File: src/rtl/oled_pkg.sv
// Shared types and constants for the OLED pixel transmitter: FSM states, default
// panel size, column/row address opcodes and the colour-bar palette.
package oled_pkg;

  typedef enum logic [1:0] {
    ST_IDLE = 2'd0,
    ST_CMD  = 2'd1,
    ST_PIX  = 2'd2,
    ST_GAP  = 2'd3
  } oled_state_t;

  localparam int DEFAULT_WIDTH  = 96;
  localparam int DEFAULT_HEIGHT = 64;
  localparam int CMD_BYTES      = 6;

  localparam logic [7:0] CMD_SET_COL = 8'h15;
  localparam logic [7:0] CMD_SET_ROW = 8'h75;

  localparam logic [15:0] COLOR_RED   = 16'hF800;
  localparam logic [15:0] COLOR_GREEN = 16'h07E0;
  localparam logic [15:0] COLOR_BLUE  = 16'h001F;
  localparam logic [15:0] COLOR_WHITE = 16'hFFFF;

  // Address-window preamble: column range 0..last_col, then row range 0..last_row.
  function automatic logic [7:0] cmd_byte(input logic [2:0] idx,
                                          input logic [7:0] last_col,
                                          input logic [7:0] last_row);
    logic [7:0] b;
    case (idx)
      3'd0:    b = CMD_SET_COL;
      3'd1:    b = 8'h00;
      3'd2:    b = last_col;
      3'd3:    b = CMD_SET_ROW;
      3'd4:    b = 8'h00;
      default: b = last_row;
    endcase
    return b;
  endfunction

  function automatic logic [15:0] bar_colour(input int x, input int width);
    logic [15:0] c;
    if (x < width / 4)          c = COLOR_RED;
    else if (x < width / 2)     c = COLOR_GREEN;
    else if (x < 3 * width / 4) c = COLOR_BLUE;
    else                        c = COLOR_WHITE;
    return c;
  endfunction

endpackage

File: src/rtl/oled_spi_shift.sv
// 16-bit loadable MSB-first shifter: two CLK cycles per bit (sclk low while sdin
// changes, then high), sclk idles high, and done marks phase 1 of the last bit.
module oled_spi_shift (
  input  logic        clk,
  input  logic        reset,
  input  logic        load,
  input  logic [15:0] word,
  input  logic [4:0]  bits,
  output logic        sclk,
  output logic        sdin,
  output logic        last_rise,
  output logic        done
);

  logic        active;
  logic        phase;
  logic [3:0]  bit_cnt;
  logic [15:0] sreg;

  assign done      = active & phase & (bit_cnt == 4'd0);
  assign last_rise = active & ~phase & (bit_cnt == 4'd0);

  // A load overrides the shift so back-to-back words have no idle cycle.
  always_ff @(posedge clk) begin
    if (reset) begin
      active  <= 1'b0;
      phase   <= 1'b0;
      bit_cnt <= 4'd0;
      sreg    <= 16'd0;
      sclk    <= 1'b1;
      sdin    <= 1'b0;
    end else if (load) begin
      active  <= 1'b1;
      phase   <= 1'b0;
      bit_cnt <= 4'(bits - 5'd1);
      sreg    <= {word[14:0], 1'b0};
      sclk    <= 1'b0;
      sdin    <= word[15];
    end else if (active) begin
      if (!phase) begin
        phase <= 1'b1;
        sclk  <= 1'b1;
      end else if (bit_cnt == 4'd0) begin
        active <= 1'b0;
        phase  <= 1'b0;
        sclk   <= 1'b1;
      end else begin
        phase   <= 1'b0;
        sclk    <= 1'b0;
        sdin    <= sreg[15];
        sreg    <= {sreg[14:0], 1'b0};
        bit_cnt <= bit_cnt - 4'd1;
      end
    end
  end

endmodule

File: src/rtl/oled_pixel_tx.sv
// Streams frames to an SPI OLED: 6-byte address preamble, WIDTH*HEIGHT RGB565 pixels,
// then an idle gap. Define OLED_TEST_PATTERN_EN to send colour bars instead of pixel_data.
module oled_pixel_tx
  import oled_pkg::*;
#(
  parameter int WIDTH      = DEFAULT_WIDTH,
  parameter int HEIGHT     = DEFAULT_HEIGHT,
  parameter int GAP_CYCLES = 16
) (
  input  logic        CLK,
  input  logic        reset,
  input  logic [15:0] pixel_data,
  output logic [12:0] pixel_index,
  output logic        sample_pixel,
  output logic        frame_begin,
  output logic        sending_pixels,
  output logic        cs,
  output logic        sclk,
  output logic        sdin,
  output logic        d_cn,
  output logic [1:0]  fsm_state
);

  localparam logic [12:0] LAST_PIX = 13'(WIDTH * HEIGHT - 1);
  localparam logic [7:0]  LAST_COL = 8'(WIDTH - 1);
  localparam logic [7:0]  LAST_ROW = 8'(HEIGHT - 1);
  localparam logic [7:0]  LAST_GAP = 8'(GAP_CYCLES - 1);
  localparam logic [2:0]  LAST_CMD = 3'(CMD_BYTES - 1);

  oled_state_t state;
  logic [2:0]  byte_cnt;
  logic [12:0] pix_cnt;
  logic [7:0]  gap_cnt;
  logic        start_cmd;
  logic        more_pix;
  logic        sh_load;
  logic [15:0] sh_word;
  logic [4:0]  sh_bits;
  logic        word_done;
  logic        last_rise;
  logic [15:0] capture;

  assign fsm_state = state;

`ifdef OLED_TEST_PATTERN_EN
  logic [12:0] x_cnt;

  always_ff @(posedge CLK) begin
    if (reset) begin
      x_cnt <= 13'd0;
    end else if (sample_pixel) begin
      x_cnt <= (x_cnt == 13'(WIDTH - 1) || pixel_index == LAST_PIX) ? 13'd0 : x_cnt + 13'd1;
    end
  end

  assign capture = bar_colour(int'(x_cnt), WIDTH);
`else
  assign capture = pixel_data;
`endif

  always_comb begin
    start_cmd = (state == ST_IDLE) || (state == ST_GAP && gap_cnt == LAST_GAP);
    more_pix  = (state == ST_CMD && byte_cnt == LAST_CMD) ||
                (state == ST_PIX && pix_cnt != LAST_PIX);
    sh_load   = 1'b0;
    sh_word   = 16'd0;
    sh_bits   = 5'd8;
    if (start_cmd) begin
      sh_load = 1'b1;
      sh_word = {cmd_byte(3'd0, LAST_COL, LAST_ROW), 8'h00};
    end else if (word_done && more_pix) begin
      sh_load = 1'b1;
      sh_word = capture;
      sh_bits = 5'd16;
    end else if (word_done && state == ST_CMD) begin
      sh_load = 1'b1;
      sh_word = {cmd_byte(byte_cnt + 3'd1, LAST_COL, LAST_ROW), 8'h00};
    end
  end

  oled_spi_shift u_shift (
    .clk       (CLK),
    .reset     (reset),
    .load      (sh_load),
    .word      (sh_word),
    .bits      (sh_bits),
    .sclk      (sclk),
    .sdin      (sdin),
    .last_rise (last_rise),
    .done      (word_done)
  );

  // sample_pixel is raised one cycle ahead so it coincides with the capturing edge.
  always_ff @(posedge CLK) begin
    if (reset) begin
      state          <= ST_IDLE;
      byte_cnt       <= 3'd0;
      pix_cnt        <= 13'd0;
      gap_cnt        <= 8'd0;
      pixel_index    <= 13'd0;
      cs             <= 1'b1;
      d_cn           <= 1'b0;
      frame_begin    <= 1'b0;
      sample_pixel   <= 1'b0;
      sending_pixels <= 1'b0;
    end else begin
      frame_begin  <= start_cmd;
      sample_pixel <= last_rise && more_pix;
      if (sample_pixel) begin
        pixel_index <= (pixel_index == LAST_PIX) ? 13'd0 : pixel_index + 13'd1;
      end
      case (state)
        ST_IDLE: begin
          state    <= ST_CMD;
          cs       <= 1'b0;
          byte_cnt <= 3'd0;
        end
        ST_CMD: begin
          if (word_done) begin
            if (byte_cnt == LAST_CMD) begin
              state          <= ST_PIX;
              d_cn           <= 1'b1;
              sending_pixels <= 1'b1;
              pix_cnt        <= 13'd0;
            end else begin
              byte_cnt <= byte_cnt + 3'd1;
            end
          end
        end
        ST_PIX: begin
          if (word_done) begin
            if (pix_cnt == LAST_PIX) begin
              state          <= ST_GAP;
              cs             <= 1'b1;
              d_cn           <= 1'b0;
              sending_pixels <= 1'b0;
              gap_cnt        <= 8'd0;
            end else begin
              pix_cnt <= pix_cnt + 13'd1;
            end
          end
        end
        ST_GAP: begin
          if (gap_cnt == LAST_GAP) begin
            state    <= ST_CMD;
            cs       <= 1'b0;
            byte_cnt <= 3'd0;
          end else begin
            gap_cnt <= gap_cnt + 8'd1;
          end
        end
        default: state <= ST_IDLE;
      endcase
    end
  end

endmodule

File: config.mk
export PLATFORM = sky130hd
export DESIGN_NAME = oled_pixel_tx
export DESIGN_NICKNAME = d
export VERILOG_FILES = /design/src/rtl/oled_pkg.sv /design/src/rtl/oled_spi_shift.sv /design/src/rtl/oled_pixel_tx.sv
export SDC_FILE = /design/constraint.sdc
export NUM_CORES = 1
export LEC_CHECK = 0
export CORE_AREA = 2 2 72 108
export DETAILED_ROUTE_END_ITERATION = 8
export DIE_AREA = 0 0 74 110
export HOLD_SLACK_MARGIN = 0.08
export PLACE_DENSITY = 0.9
export SLEW_MARGIN = 15
export SYNTH_ARGS = -nofsm -noshare
export SYNTH_HDL_FRONTEND = slang
export SYNTH_HIERARCHICAL = 1
export SYNTH_SLANG_ARGS = --single-unit
File: constraint.sdc
create_clock -name CLK -period 3.5 [get_ports CLK]
set_input_delay 0.7 -clock CLK [delete_from_list [all_inputs] [get_ports CLK]]
set_output_delay 0.7 -clock CLK [all_outputs]
set_load 0.1 [all_outputs]
==> metrics <==
Post-DRT Antenna Nets 0; buffers inserted by post-CTS timing repair 0; Synth Instances 466; critical path's slowest cell ha_1; average size of a mapped cell 8.52 µm²; Max Cap Viol 0; cts repair resizes 0; Setup CP Type reg2reg; first-pass GRT wire length 16200 µm; Top delay family on crit path simple AND/OR/NAND/NOR gates; critical path launch point type register; cell area after layout about 4600 µm²; H-tree levels 3; Port Buf Inserts 39; async set-reset flop share out of synthesis 0; Clock Pin Slew Worst Setup and Hold Paths approximately 0.08 ns; largest net degree at the start of global routing 53; Die Height between 100 and 150 µm; Post-synth EDFFs 0; worst skew pair latency 0.36 ns; GRT Residual Overflow 0; min Tclk post-route 2.95 ns; Post-route DRC 0; drt wl/cell 16.1 µm; Primary FF master, synth dfxtp_1; cts-stage hold buffer count 0; DP HPWL 6710 µm; initial antenna violation count 0; unique cell type count in the Yosys netlist between 60 and 70; worst slew pin tran 0.971 ns; layout cells sized above 1 0.0926; CTS tree done; Multi-input gate area between 2000 and 2500 µm²; Tcrit/Tclk final 0.843; Root Buffer clkbuf_8; Max Clk Rate 339 MHz; total track usage 0.254; DRT Wirelength 9640 µm; Clock Tree Buf Depth 2; register area roughly 1300 µm²; RSZ-0062 raised after global routing no; relative slew slack 0.351; Power Total 3.12 mW; Crit path top cell by count ha_1; Placed Area 4340 µm²; Synth warnings 6; Req. time, crit path about 3.8 ns; worst clock skew 0.00969 ns; endpoints failing hold 0; Critical Path AT 3.22 ns; worst path buffer plus inverter count 0; pwr dens 683 nW/µm²; # fillers 585; total negative slack 0 ns; num ports 40; Leak Pwr 1.69 nW; initial core utilization 0.553; DR pass1 iterations 5; Worst path max stage delay about 0.52 ns; Final nets 524; Mapped Area 3970 µm²; Worst setup EP type register; worst-path fanout max 15; synthesized flop and latch total 66; drt first-iter violations 254; sequential element share of the synthesized area 0.333; peak supply drop 412 µV; FP Rows 38; via count of the first global-routing pass between 3000 and 4000; Inserted Diodes 0; status finished, final reports clean; Area growth, synth to finish 15.0%; Die ar. slightly above 8000 µm²; core area 7180 µm²; Final Max Slew Viols 0; Tightest Hold Check Type reg2reg; Via density 6.22; DIE WIDTH between 70 and 80 µm; CP Cell Sequence ha_1, and3_1, nor2_1, nand2_1, mux2i_1, ha_1, nor3b_1, xnor2_1, a211oi_1; CTS Buf Count 9; GP Congestion 0.855; vias 3714; setup violators final 0; Sink Count 66
power breakdown:
part | total (mW) | internal (mW) | switching, mW
combinational | 1.39 | 0.444 | 0.941
clock | 0.737 | 0.421 | 0.316
sequential | 0.995 | 0.882 | 0.114
total | 3.12 | 1.75 | 1.37
placed cells by master (no fill, tap or decap), drive strengths merged, types with 14 or more instances in the layout:
| cell type | synthesis | routed |
|---|---|---|
| nand3 | 29 | 29 |
| o21ai | 15 | 15 |
| a211oi | 24 | 24 |
| a21oi | 18 | 18 |
| clkdlybuf4s50 | 0 | 33 |
| nand2 | 30 | 30 |
| mux2i | 25 | 25 |
| nand4 | 18 | 18 |
| nor2 | 48 | 48 |
| ha | 14 | 14 |
| dfxtp | 66 | 66 |
synthesized netlist by cell type, drive strengths merged, types with 5 or more instances:
library cell | number | area [µm²]
a211oi | 24 | 185
and3 | 8 | 51.3
ha | 14 | 175
nor4 | 10 | 92.6
and2 | 10 | 62.6
o21ai | 15 | 78.8
nand4b | 7 | 76.3
clkbuf | 18 | 67.6
inv | 8 | 30.0
nor3 | 10 | 55.1
o31ai | 7 | 52.6
dfxtp | 66 | 1320
a31oi | 7 | 50.1
a21oi | 18 | 90.1
buf | 13 | 104
xnor2 | 6 | 52.6
nand2b | 10 | 62.6
nand3 | 29 | 145
and4 | 6 | 52.6
nand4 | 18 | 119
mux2i | 25 | 250
nand2 | 30 | 113
nor2 | 48 | 180
nand3b | 5 | 37.5
xor2 | 10 | 87.6
registers in the layout, summed over array words and instances (netlist names):
signal	flops
sample_pixel	1
frame_begin	1
u_shift/bit_cnt	4
cs	1
u_shift/sreg	15
byte_cnt	3
u_shift/active	1
u_shift/phase	1
fsm_state	2
gap_cnt	8
pixel_index	13
u_shift/sdin	1
d_cn	1
pix_cnt	13
u_shift/sclk	1
path summary, 6_finish.rpt:
kind	startpoint	to	slack [ns]	depth (start not counted)
worst min-delay path	d_cn	d_cn	0.51	2
worst max-delay path	fsm_state[0]	u_shift/bit_cnt[2]	0.55	9
worst min register to register	d_cn	d_cn	0.51	2
worst max register to register	fsm_state[0]	u_shift/bit_cnt[2]	0.55	9
layer usage:
metal	vias up	GRT usage	part of all wire
li1	1775	-	-
met1	1776	0.266	0.39
met2	132	0.460	0.53
met3	31	0.0636	0.050
met4	0	0.126	0.030
met5	-	0	0
cells by family (layout without fill, tap and decap cells):
| family | count (synthesis) | count (layout) | share of synthesized area |
|---|---|---|---|
| flip-flops | 66 | 66 | 0.333 |
| buffers and inverters | 40 | 68 | 0.0517 |
| AND/OR/NAND/NOR | 207 | 207 | 0.295 |
| adder cells (fa/ha/maj) | 14 | 14 | 0.0441 |
| XOR/XNOR | 16 | 16 | 0.0353 |
| other | 1 | 4 | 0.000945 |
| multiplexers | 25 | 25 | 0.0630 |
| AO/OA/AOI/OAI | 97 | 97 | 0.177 |
tightest hold or removal path, cell delays in order (launching register included):
cell and delay (ns):
dfxtp_1 0.33, o21ai_0 0.07, a21oi_1 0.06
stage by stage:
stage	cells	hold WS, ns	setup WS (ns)	utilization
final	597	0.506	0.550	0.636
after floorplan	469	0.447	0.326	-
after detailed placement	581	0.496	0.615	0.604
after CTS	597	0.508	0.552	0.636
after global placement	581	0.475	0.782	0.604
after global routing	597	0.536	0.258	0.636
layout make-up:
class                      count  share of cell area
clock inverter                 6              0.0197
tap                          100              0.0274
timing repair buffer          43              0.0882
sequential                    66               0.289
clock buffer                  10              0.0301
multi-input combinational    363               0.538
inverter                       9             0.00740
No activity file was read; power rests on OpenSTA's default activity.
